[src/rtl/fetch_pkg.sv]
// Shared types for the instruction-fetch sequencer: FSM states, widths and the
// {pc, inst} entry carried through the prefetch FIFO.
package fetch_pkg;

  localparam int          INST_W  = 32;
  localparam logic [31:0] PC_STEP = 32'd4;

  typedef enum logic [1:0] {
    IDLE   = 2'd0,
    FETCH  = 2'd1,
    FULL   = 2'd2,
    HALTED = 2'd3
  } fetch_state_t;

  typedef struct packed {
    logic [31:0]       pc;
    logic [INST_W-1:0] inst;
  } fetch_entry_t;

endpackage

[src/rtl/fetch_fifo.sv]
// Synchronous prefetch FIFO of fetch entries with flush; push and pop may
// coincide when full because the slot being read out is freed that cycle.
module fetch_fifo
  import fetch_pkg::*;
#(
  parameter int DEPTH = 2
)(
  input  logic         i_clk,
  input  logic         i_rst_n,
  input  logic         i_flush,
  input  logic         i_push,
  input  logic         i_pop,
  input  fetch_entry_t i_wdata,
  output fetch_entry_t o_rdata,
  output logic         o_full,
  output logic         o_empty
);

  localparam int AW = $clog2(DEPTH);

  fetch_entry_t   r_mem [DEPTH];
  logic [AW:0]    r_wptr;
  logic [AW:0]    r_rptr;

  // Extra pointer bit distinguishes full from empty when the index bits match.
  assign o_empty = (r_wptr == r_rptr);
  assign o_full  = (r_wptr[AW] != r_rptr[AW]) && (r_wptr[AW-1:0] == r_rptr[AW-1:0]);
  assign o_rdata = r_mem[r_rptr[AW-1:0]];

  always_ff @(posedge i_clk) begin
    if (!i_rst_n || i_flush) begin
      r_wptr <= '0;
      r_rptr <= '0;
    end else begin
      if (i_push) r_wptr <= r_wptr + (AW+1)'(1);
      if (i_pop)  r_rptr <= r_rptr + (AW+1)'(1);
    end
  end

  always_ff @(posedge i_clk) begin
    if (i_push && !i_flush) r_mem[r_wptr[AW-1:0]] <= i_wdata;
  end

endmodule

[src/rtl/inst_fetch_ctrl.sv]
// Instruction-fetch sequencer: owns the PC, reads imem combinationally and
// queues {pc, inst} for decode. Optional alignment/range fault: FETCH_ALIGN_CHECK_EN.
module inst_fetch_ctrl
  import fetch_pkg::*;
#(
  parameter logic [31:0] RESET_PC   = 32'h0000_0000,
  parameter int          FIFO_DEPTH = 2,
  parameter int          IMEM_WORDS = 4
)(
  input  logic              i_clk,
  input  logic              i_rst_n,
  input  logic              i_en,
  input  logic              i_halt,
  output logic [31:0]       o_imem_addr,
  input  logic [INST_W-1:0] i_imem_data,
  input  logic              i_redirect_valid,
  input  logic [31:0]       i_redirect_pc,
  output logic              o_id_valid,
  input  logic              i_id_ready,
  output logic [INST_W-1:0] o_id_inst,
  output logic [31:0]       o_id_pc,
  output logic [1:0]        o_fetch_state,
  output logic              o_fault
);

  fetch_state_t r_state, w_state_nxt;
  logic [31:0]  r_pc;
  logic         w_full, w_empty, w_pop, w_push, w_fetch_ok, w_fault_evt;
  fetch_entry_t w_wr_entry, w_rd_entry;

  assign w_pop      = !w_empty && i_id_ready;
  // A fetch slot exists in FETCH, or in FULL when the head leaves this cycle.
  assign w_fetch_ok = (r_state == FETCH || r_state == FULL) && !i_halt &&
                      !i_redirect_valid && (!w_full || w_pop);
  assign w_wr_entry = '{pc: r_pc, inst: i_imem_data};

`ifdef FETCH_ALIGN_CHECK_EN
  logic r_fault;
  logic w_oob;

  assign w_oob       = (r_pc >= 32'(PC_STEP * IMEM_WORDS));
  assign w_fault_evt = (i_redirect_valid && (i_redirect_pc[1:0] != 2'b00)) ||
                       (w_fetch_ok && w_oob);
  assign w_push      = w_fetch_ok && !w_oob && !r_fault;
  assign o_fault     = r_fault;

  always_ff @(posedge i_clk) begin
    if (!i_rst_n)         r_fault <= 1'b0;
    else if (w_fault_evt) r_fault <= 1'b1;
  end
`else
  logic w_unused_cfg;

  assign w_fault_evt  = 1'b0;
  assign w_push       = w_fetch_ok;
  assign o_fault      = 1'b0;
  assign w_unused_cfg = ^{i_redirect_pc[1:0], (IMEM_WORDS > 0)};
`endif

  always_ff @(posedge i_clk) begin
    if (!i_rst_n) begin
      r_state <= IDLE;
      r_pc    <= RESET_PC;
    end else begin
      r_state <= w_state_nxt;
      if (i_redirect_valid) r_pc <= {i_redirect_pc[31:2], 2'b00};
      else if (w_push)      r_pc <= r_pc + PC_STEP;
    end
  end

  always_comb begin
    w_state_nxt = r_state;
    case (r_state)
      IDLE:    if (i_en) w_state_nxt = FETCH;
      FETCH: begin
        if (i_halt)                                        w_state_nxt = HALTED;
        else if (w_full && !w_pop && !i_redirect_valid)    w_state_nxt = FULL;
      end
      FULL: begin
        if (i_halt)                         w_state_nxt = HALTED;
        else if (w_pop || i_redirect_valid) w_state_nxt = FETCH;
      end
      HALTED:  if (!i_halt) w_state_nxt = FETCH;
      default: w_state_nxt = IDLE;
    endcase
`ifdef FETCH_ALIGN_CHECK_EN
    if (r_fault) w_state_nxt = HALTED;
`endif
    if (w_fault_evt) w_state_nxt = HALTED;
  end

  fetch_fifo #(.DEPTH(FIFO_DEPTH)) u_fifo (
    .i_clk   (i_clk),
    .i_rst_n (i_rst_n),
    .i_flush (i_redirect_valid),
    .i_push  (w_push),
    .i_pop   (w_pop),
    .i_wdata (w_wr_entry),
    .o_rdata (w_rd_entry),
    .o_full  (w_full),
    .o_empty (w_empty)
  );

  assign o_imem_addr   = r_pc;
  assign o_fetch_state = r_state;
  assign o_id_valid    = !w_empty;
  assign o_id_inst     = w_empty ? '0 : w_rd_entry.inst;
  assign o_id_pc       = w_empty ? '0 : w_rd_entry.pc;

endmodule

[config.mk]
export PLATFORM = sky130hd
export DESIGN_NAME = inst_fetch_ctrl
export DESIGN_NICKNAME = d
export VERILOG_FILES = /design/src/rtl/fetch_pkg.sv /design/src/rtl/fetch_fifo.sv /design/src/rtl/inst_fetch_ctrl.sv
export SDC_FILE = /design/constraint.sdc
export NUM_CORES = 1
export LEC_CHECK = 0
export CORE_MARGIN = 5
export CORE_UTILIZATION = 60
export CTS_CLUSTER_DIAMETER = 150
export DETAILED_ROUTE_END_ITERATION = 6
export DONT_BUFFER_PORTS = 1
export HOLD_SLACK_MARGIN = 0.03
export PLACE_DENSITY = 0.84
export RECOVER_POWER = 50
export SYNTH_ARGS = -nofsm -noshare
export SYNTH_HDL_FRONTEND = slang
export SYNTH_SLANG_ARGS = --single-unit
[constraint.sdc]
create_clock -name i_clk -period 5.05 [get_ports i_clk]
set_clock_uncertainty 0.05 [all_clocks]
set_input_delay 0.7575 -clock i_clk [delete_from_list [all_inputs] [get_ports i_clk]]
set_output_delay 0.7575 -clock i_clk [all_outputs]
set_load 0.05 [all_outputs]
======== Yosys cells after proc, flatten, opt, wreduce, memory -nomap -nowiden ========
Memory sizes are Yosys's and may differ from the RTL's. A register that Yosys moved wholly into a read port is not among the register bits.
Index checks and enable logic that the tools add are counted.
storage, ports and cells
  bits of input ports ..................... 70
  memories kept ........................... 1
  logic and storage cells ................. 57
  RAM bits ................................ 128
  register bits after elaboration ......... 38
memory list
  memory        words  width  rd ports  clocked after Yosys merged registers in  wr ports  line              RTL
  u_fifo.r_mem  2      64     1         1                                        1         fetch_fifo.sv:21  fetch_entry_t r_mem [DEPTH];
cells by class
  equal/unequal tests ..................... 10
  bitwise gates (word level) .............. 1
  reductions and logical operators ........ 22
  muxes and demuxes ....................... 15
  $add $sub $neg .......................... 3
operators with widths
  operator                                             count
  2-to-1 mux 32 bit                                    4
  adder 32 x 3 -> 32 bit, second input constant        1
  2-to-1 mux 2 bit                                     6
  logical AND 1 bit                                    8
  one-hot mux 2 bit (4 select lines)                   1
  zero test 1 bit                                      6
  != test 3 x 2 -> 1 bit, second input constant        2
  adder 2 x 1 -> 2 bit, second input constant          2
  equality test 2 bit, second input constant           2
  logical OR 1 bit                                     4
  2-to-1 mux 1 bit                                     4
  != test 2 bit, second input constant                 2
  AND reduction 4 bit                                  1
  equality test 2 x 1 -> 1 bit, second input constant  1
  equality test 2 bit                                  1
  zero test 2 bit                                      1
  nonzero test 2 bit                                   1
  OR reduction 2 bit                                   1
  equality test 1 bit                                  1
  != test 1 bit                                        1
  NOT 1 bit                                            1

======== Logic depth before layout (Yosys ltp) ========
Gate-level depths: netlist of the first run.
  depth in word-level cells ............... 9
  gate-level depth with buffers ........... 8
  gate-level depth less buffers ........... 7

======== By module ========
A second synthesis of the first run with hierarchy kept.
unflattened totals
  cell total of the unflattened synthesis .. 531
  area, all modules ....................... 7568.5 sq um
modules (own cells, without submodules)
  module           cells each  times used  area an instance (sq um)
  fetch_fifo       222         1           5144.9
  inst_fetch_ctrl  309         1           2423.6

======== Worst setup path after synthesis of the first run ========
OpenSTA, ideal clock, no wires.
  path type ............................... flip-flop to flip-flop
  from .................................... register r_state[0], in the netlist o_fetch_state[0]
  to ...................................... memory u_fifo.r_mem[0][0] (netlist bit), enable pin
  stages on the path, launching flop included .. 5
  data arrival time ....................... 4.009 ns
  period minus slack after synthesis ...... 4.542 ns
  path slack .............................. 0.508 ns
  data required time ...................... 4.518 ns
  cells stage by stage .................... dfxtp_1 inv_1 ha_1 o311ai_4 nor2_1
between the ends
  cells in the longest elaborated chain, start to end .. 8
ends and longest elaborated chain
  item                                                                 line                   RTL
  from (decl)                                                          inst_fetch_ctrl.sv:26  fetch_state_t r_state, w_state_nxt;
  from (signal assigned)                                               inst_fetch_ctrl.sv:65  r_state <= w_state_nxt;
  equality test 2 x 1 -> 1 bit or equality test 2 bit (tied branches)  inst_fetch_ctrl.sv:33  assign w_fetch_ok = (r_state == FETCH || r_state == FULL) && !i_halt &&
  logical OR 1 bit *                                                   inst_fetch_ctrl.sv:33
  logical AND 1 bit * (2 in series)                                    inst_fetch_ctrl.sv:33
  logical AND 1 bit *                                                  inst_fetch_ctrl.sv:34  !i_redirect_valid && (!w_full || w_pop);
  logical AND 1 bit *                                                  fetch_fifo.sv:41       if (i_push && !i_flush) r_mem[r_wptr[AW-1:0]] <= i_wdata;
  2-to-1 mux 1 bit *                                                   fetch_fifo.sv:41
  2-to-1 mux 1 bit (implied by the code) *                             fetch_fifo.sv:41
  to (decl)                                                            fetch_fifo.sv:21
Mark *: on every way between the ends. The rest lies on a longest branch, timed or not.

======== Final worst setup path of the first run ========
  from .................................... register u_fifo.r_wptr[0]
  to ...................................... memory u_fifo.r_mem[0][35] (netlist bit), enable pin
between the ends
  cells in the longest elaborated chain, start to end .. 8
ends and longest elaborated chain
  item                                                        line                                          RTL
  from (decl)                                                 fetch_fifo.sv:22                              logic [AW:0] r_wptr;
  from (signal assigned)                                      fetch_fifo.sv:35                              if (i_push) r_wptr <= r_wptr + (AW+1)'(1);
  equality test 2 bit or equality test 1 bit (tied branches)  fetch_fifo.sv:26, fetch_fifo.sv:27
  zero test 1 bit or logical AND 1 bit (tied branches)        inst_fetch_ctrl.sv:31, fetch_fifo.sv:27
  logical AND 1 bit or zero test 1 bit (tied branches)        inst_fetch_ctrl.sv:31, inst_fetch_ctrl.sv:34
  logical OR 1 bit                                            inst_fetch_ctrl.sv:34
  logical AND 1 bit                                           inst_fetch_ctrl.sv:34
  logical AND 1 bit                                           fetch_fifo.sv:41
  2-to-1 mux 1 bit                                            fetch_fifo.sv:41
  2-to-1 mux 1 bit (implied by the code)                      fetch_fifo.sv:41
Parallel ways exist; a longest one is shown, timed or not.

==> results of run 1 <==
==> through the flow <==
step           total power [mW]  hold WS, ps
2_1_floorplan             1.818        487.7
3_3_place_gp              1.851        510.0
3_5_place_dp              1.862        533.9
4_1_cts                   3.028        370.6
5_1_grt                   3.109        373.3
6_report                  3.002        393.8
==> sequential cells by signal, summed over array words and instances, names as in the netlist, named ones only <==
signal,flops
u_fifo.r_rptr,2
u_fifo.r_wptr,2
o_fetch_state,2
o_imem_addr,30
u_fifo.r_mem,124
==> cells by family (layout without fill, tap and decap cells) <==
| logic type | Yosys count | after routing | share of synthesized area, % |
|---|---|---|---|
| compound gates | 79 | 79 | 7.783 |
| xor+xnor | 24 | 24 | 3.179 |
| fa+ha+maj | 5 | 5 | 0.9134 |
| buf+inv | 45 | 52 | 2.831 |
| flops | 161 | 161 | 65.18 |
| mux | 62 | 62 | 9.061 |
| other cells | 1 | 5 | 0.05475 |
| simple gates | 155 | 155 | 11.00 |
==> metal layers <==
layer,GRT usage [%],vias to the layer above,part of all wire [%]
met4,8.028,0,1.8
met2,33.98,235,47
met5,0,-,0
met1,28.51,2030,39
li1,-,1977,-
met3,7.249,27,12
==> path summary, 6_finish.rpt <==
path                          to        startpoint
min           u_fifo.r_mem[1][4]    i_imem_data[4]
max reg2reg  u_fifo.r_mem[0][35]  u_fifo.r_wptr[0]
max          u_fifo.r_mem[0][35]  u_fifo.r_wptr[0]
min reg2reg     u_fifo.r_wptr[1]  u_fifo.r_wptr[1]
==> Yosys cell counts, types with 2 or more instances <==
master / number
and2_1: 2
ha_1: 5
nand4_1: 15
nand3_1: 9
clkbuf_1: 22
edfxtp_1: 124
o311ai_0: 2
o21ai_0: 20
xnor2_1: 13
dfxtp_1: 37
or4_4: 2
inv_1: 15
a222oi_1: 2
nand2_1: 21
or4_1: 2
nor4_2: 3
a31oi_1: 7
and3_1: 3
buf_4: 6
o211ai_1: 2
mux2i_1: 62
nor2_1: 81
a21oi_1: 25
a211oi_1: 2
o31a_1: 3
buf_2: 2
a32oi_1: 3
xor2_1: 10
nor4_1: 11
==> final cells by class <==
| type | count | area (sq um) | share of cell area [%] |
|---|---|---|---|
| flip-flops and latches | 161 | 4468 | 59.80 |
| multi-input cells | 330 | 2183 | 29.22 |
| clock buffers | 19 | 432.9 | 5.794 |
| well taps | 143 | 178.9 | 2.395 |
| clock inverters | 13 | 115.1 | 1.541 |
| inverters | 15 | 56.30 | 0.7535 |
| repair buffers | 5 | 37.54 | 0.5023 |
==> power by group <==
part | internal [mW] | leakage [nW] | total, mW | switching [mW]
Combinational | 0.0537 | 0.634 | 0.220 | 0.167
Clock | 0.678 | 0.264 | 1.17 | 0.494
Sequential | 1.49 | 1.44 | 1.61 | 0.120
==> critical path: cells and delay by family, from the launching register on <==
kind | cells | cell delay, ps
AOI/OAI and AO/OA | 1 | 2080
xor gates and xnor gates | 1 | 220
buffers and inverters | 1 | 510
DFF | 1 | 480
and+or+nand+nor | 1 | 500
==> impl_results.md, run 1 <==
* Clk_lat worst skew at 410 ps
* Post-synth top area share at between 50% and 60%
* Unrepaired setup endpoints after global routing: false
* Clk root buf: clkbuf_16
* Area after DPL at roughly 7000 sq um
* Worst-path clk slew at 60 ps
* Slew Limit Fails at 22
* Cell Rows at 39
* Proportion of layout cells with a drive suffix above 1 at under 10%
* IO Pins at 170
* Slowest cell delay on critical path at 2080 ps
* Initial Util at 60.50%
* Critical Path Source Type: flop
* RePlAce Congestion at 0.8709
* Number of global-route vias before repair at roughly 4,100
* Die area at roughly 14,000 sq um
* Post-route setup TNS at 0 ps
* Cells along the critical path: xor2_1 -> o311ai_0 -> nor2_4 -> buf_4
* Crit-path max FO at 41
* Area leader, netlist: edfxtp_1
* Die Wd at 116.8 um
* Async SR Flop Fraction at 0%
* Final Cell Area at 7472 sq um
* Largest net degree at the start of global routing at 64
* N_diodes at 0
* Number of synthesized flops with an enable pin at 124
* Clk buf depth at 2
* Yosys reg bits at 161
* Die H at 116.8 um
* DP Worst Slack at 1512 ps
* CP endpoint kind: flop
* Peak supply drop at 0.0001897 V
* Max cap viols at 3
* Iteration-0 DRC count of the detailed router at 452
* Via Count at 4,269
* Dpl cells at 654
* Final worst path period share at 82.73%
* Final setup vio count at 0
* CP max stage cell: o311ai_0
* Yosys warning total at 0
* Detail Placement HPWL at about 9.9 mm
* Post-CTS Setup Inserts at 0
* Post-synthesis cell count at 532
* Initial antenna violation count at 0
* Synth Cell Area at 6849 sq um
* CTS buffer count at 17
* Hold_buf cts at 0
* Final Hold Fails at 0
* Layout Utilization at around 66%
* Final instance count without filler cells at about 690
* Setup WS post-layout at a little under 900 ps
* Post_cts resized at 0
* Hold WC Path Type: input port to flop
* CP required at 5100 ps
* Worst EP arrival at 4230 ps
* Pwr dens at 401.7 nW/um^2
* Leak at 2.337 nW
* Avg Cell Area, Syn at 12.87 sq um
* Commonest cells after routing, fill and taps aside: edfxtp_1, nor2_1, mux2i_1, dfxtp_1, a21oi_1
* Fmax at about 240 MHz
* First-pass GRT wire length at 22.61 mm
* Worst Max-Slew Pin Slew at ~2600 ps
* # fillers at 824
* DRC Markers at 0
* CTS Sinks at 161
* Final critical-path required period at 4178 ps
* Seq/Total Area, Yosys at 65.18%
* Total wire length at 14.83 mm
* H-tree depth at 4
* Outcome: complete, but fails checks
* Vias per inst at 6.223
* ANT nets after route at 0
* CTS tree: done
* Hold-critical path depth at 0
* Register-to-Register Path Depth at 4
* Global route overflow at 0
* Worst Setup Path Type: flop to flop
* Most common cell after layout, fill and taps aside: edfxtp_1
* GR Util All Layers at 21.71%
* Failing checks: capacitance limit, slew limit
* Flop2flop setup slack at 870 ps
* Top_reg_cell synth: edfxtp_1
* DR WL/cell at 21.62 um
* Area contributors post-synth: edfxtp_1, dfxtp_1, mux2i_1
* DR pass1 iterations at 6
* Distinct cells, synth at 50
* Slew headroom at -77.34%
* PortBufs at 0
* Final nets at 605
* Placeable core region at ~11,000 sq um
* P&R area growth vs syn at 9.098%
(Power assumes the default switching activity.)
==> run 2: changes to the inputs <==
--- a/config.mk
+++ b/config.mk
@@ -6,12 +6,12 @@
 export NUM_CORES = 1
 export LEC_CHECK = 0
 export CORE_MARGIN = 5
-export CORE_UTILIZATION = 60
+export CORE_UTILIZATION = 57
 export CTS_CLUSTER_DIAMETER = 150
 export DETAILED_ROUTE_END_ITERATION = 6
 export DONT_BUFFER_PORTS = 1
 export HOLD_SLACK_MARGIN = 0.03
-export PLACE_DENSITY = 0.84
+export PLACE_DENSITY = 0.83
 export RECOVER_POWER = 50
 export SYNTH_ARGS = -nofsm -noshare
 export SYNTH_HDL_FRONTEND = slang
==> constraint.sdc (replaced) <==
create_clock -name i_clk -period 3.4 [get_ports i_clk]
set_clock_uncertainty 0.05 [all_clocks]
set_input_delay 0.51 -clock i_clk [delete_from_list [all_inputs] [get_ports i_clk]]
set_output_delay 0.51 -clock i_clk [all_outputs]
set_load 0.05 [all_outputs]
==> impl_results.md, run 2 (synthesis results as in run 1) <==
* Global route overflow at 0
* P&R area growth vs syn at 19.00%
* RePlAce Congestion at between 0.8 and 0.9
* IO Pins at 170
* H-tree depth at 4
* Pwr dens at 560.8 nW/um^2
* Cells along the critical path: inv_1 -> ha_1 -> o311ai_4 -> nor2_2 -> buf_4
* N_diodes at 0
* Initial Util at 57.50%
* Max reg flops at roughly 120
* ANT nets after route at 0
* Number of global-route vias before repair at 4,524
* Hold_buf cts at 0
* CTS buffer count at 17
* Post_cts resized at 0
* Final instance count without filler cells at 778
* # fillers at around 840
* Vias per inst at slightly above 6
* Final nets at slightly below 700
* Fmax at around 320 MHz
* Final worst path period share at about nine tenths
* Worst Setup Path Type: flop to flop
* CP max stage cell: nor2_2
* Iteration-0 DRC count of the detailed router at 574
* Max cap viols at 1
* Hold WC Path Type: input port to flop
* DP Worst Slack at 489.2 ps
* DRC Markers at 0
* Final critical-path required period at 3078 ps
* GR Util All Layers at 22.09%
* DR WL/cell at 20.54 um
* Crit-path max FO at 15
* Largest net degree at the start of global routing at 38
* Clk root buf: clkbuf_16
* Placeable core region at about 12,000 sq um
* Proportion of layout cells with a drive suffix above 1 at 19.02%
* Cell Rows at 40
* Die Wd at 119.6 um
* CTS tree: done
* Die area at 14,310 sq um
* Dpl cells at 746
* Worst EP arrival at 3140 ps
* Final setup vio count at 0
* Peak supply drop at 0.0003189 V
* Detail Placement HPWL at 11.15 mm
* CTS Sinks at roughly 160
* Failing checks: capacitance limit, slew limit
* First-pass GRT wire length at between 20 and 25 mm
* Unrepaired setup endpoints after global routing: false
* CP required at 3460 ps
* Most common cell after layout, fill and taps aside: edfxtp_1
* Die H at approximately 120 um
* Slowest cell delay on critical path at 810 ps
* Slew headroom at -11.96%
* Commonest cells after routing, fill and taps aside: edfxtp_1, nor2_1, buf_4, mux2i_1, dfxtp_1
* Slew Limit Fails at 7
* CP endpoint kind: flop
* Worst Max-Slew Pin Slew at 1658 ps
* Layout Utilization at 68.42%
* Worst-path clk slew at 70 ps
* Total wire length at 15.98 mm
* Outcome: complete, but fails checks
* DR pass1 iterations at 6
* Critical Path Source Type: flop
* Post-CTS Setup Inserts at 0
* Setup WS post-layout at around 320 ps
* Clk buf depth at 2
* Clk_lat worst skew at 420 ps
* Leak at 2.746 nW
* Post-route setup TNS at 0 ps
* Total chip power at 4.570 mW
* Via Count at 4,701
* Final Hold Fails at 0
* PortBufs at 0
* Initial antenna violation count at 0
run 2: changes by cell type in the layout (fill, tap and decap cells not counted), sizes merged:
cell,change
buf,+69
inv,+3
clkbuf,+17
clkinvlp,+3
clkinv,-4
run 2: metrics by stage:
step                hold WS (ps)  cell area, sq um
finish                     134.0              8150
global route               113.7              8150
CTS                        120.8              8239
detailed placement         472.3              7679
global placement           455.0              7679
floorplan                  487.7              6873
run 2: worst paths after layout:
kind | start | end | slack, ps | cells after the start
setup / recovery | o_fetch_state[0] | u_fifo.r_mem[0][41] | 320 | 5
hold / removal | i_imem_data[22] | u_fifo.r_mem[1][22] | 130 | 0
setup reg to reg | o_fetch_state[0] | u_fifo.r_mem[0][41] | 320 | 5
hold reg to reg | o_imem_addr[4] | u_fifo.r_mem[1][36] | 480 | 0
run 2: critical path: cells and delay by family, from the launching register on:
kind	cells	cell delay, ps
DFF	1	700
AOI/OAI and AO/OA	1	230
adders and majority gates	1	430
and+or+nand+nor	1	810
buffers and inverters	2	550
run 2: report_power, final:
part | internal [mW] | leakage [nW] | switching [mW]
Combinational | 0.126 | 1.04 | 0.361
Clock | 1.01 | 0.268 | 0.772
Sequential | 2.21 | 1.44 | 0.0857
run 2: metal layers:
metal	part of all wire (%)	track usage [%]	wire length, um	vias up
li1	-	-	-	2161
met1	37	26.80	5952	2225
met2	49	35.49	7752	272
met3	12	8.530	1842	43
met4	2.7	9.234	430	0
met5	0	0	0	-
run 2: cell type report:
class	count	area [sq um]	share of cell area, %
repair buffers	93	676.9	8.305
flip-flops and latches	161	4468	54.82
clock inverters	15	135.1	1.658
inverters	15	56.30	0.6908
well taps	147	183.9	2.257
clock buffers	17	425.4	5.220
multi-input cells	330	2205	27.05
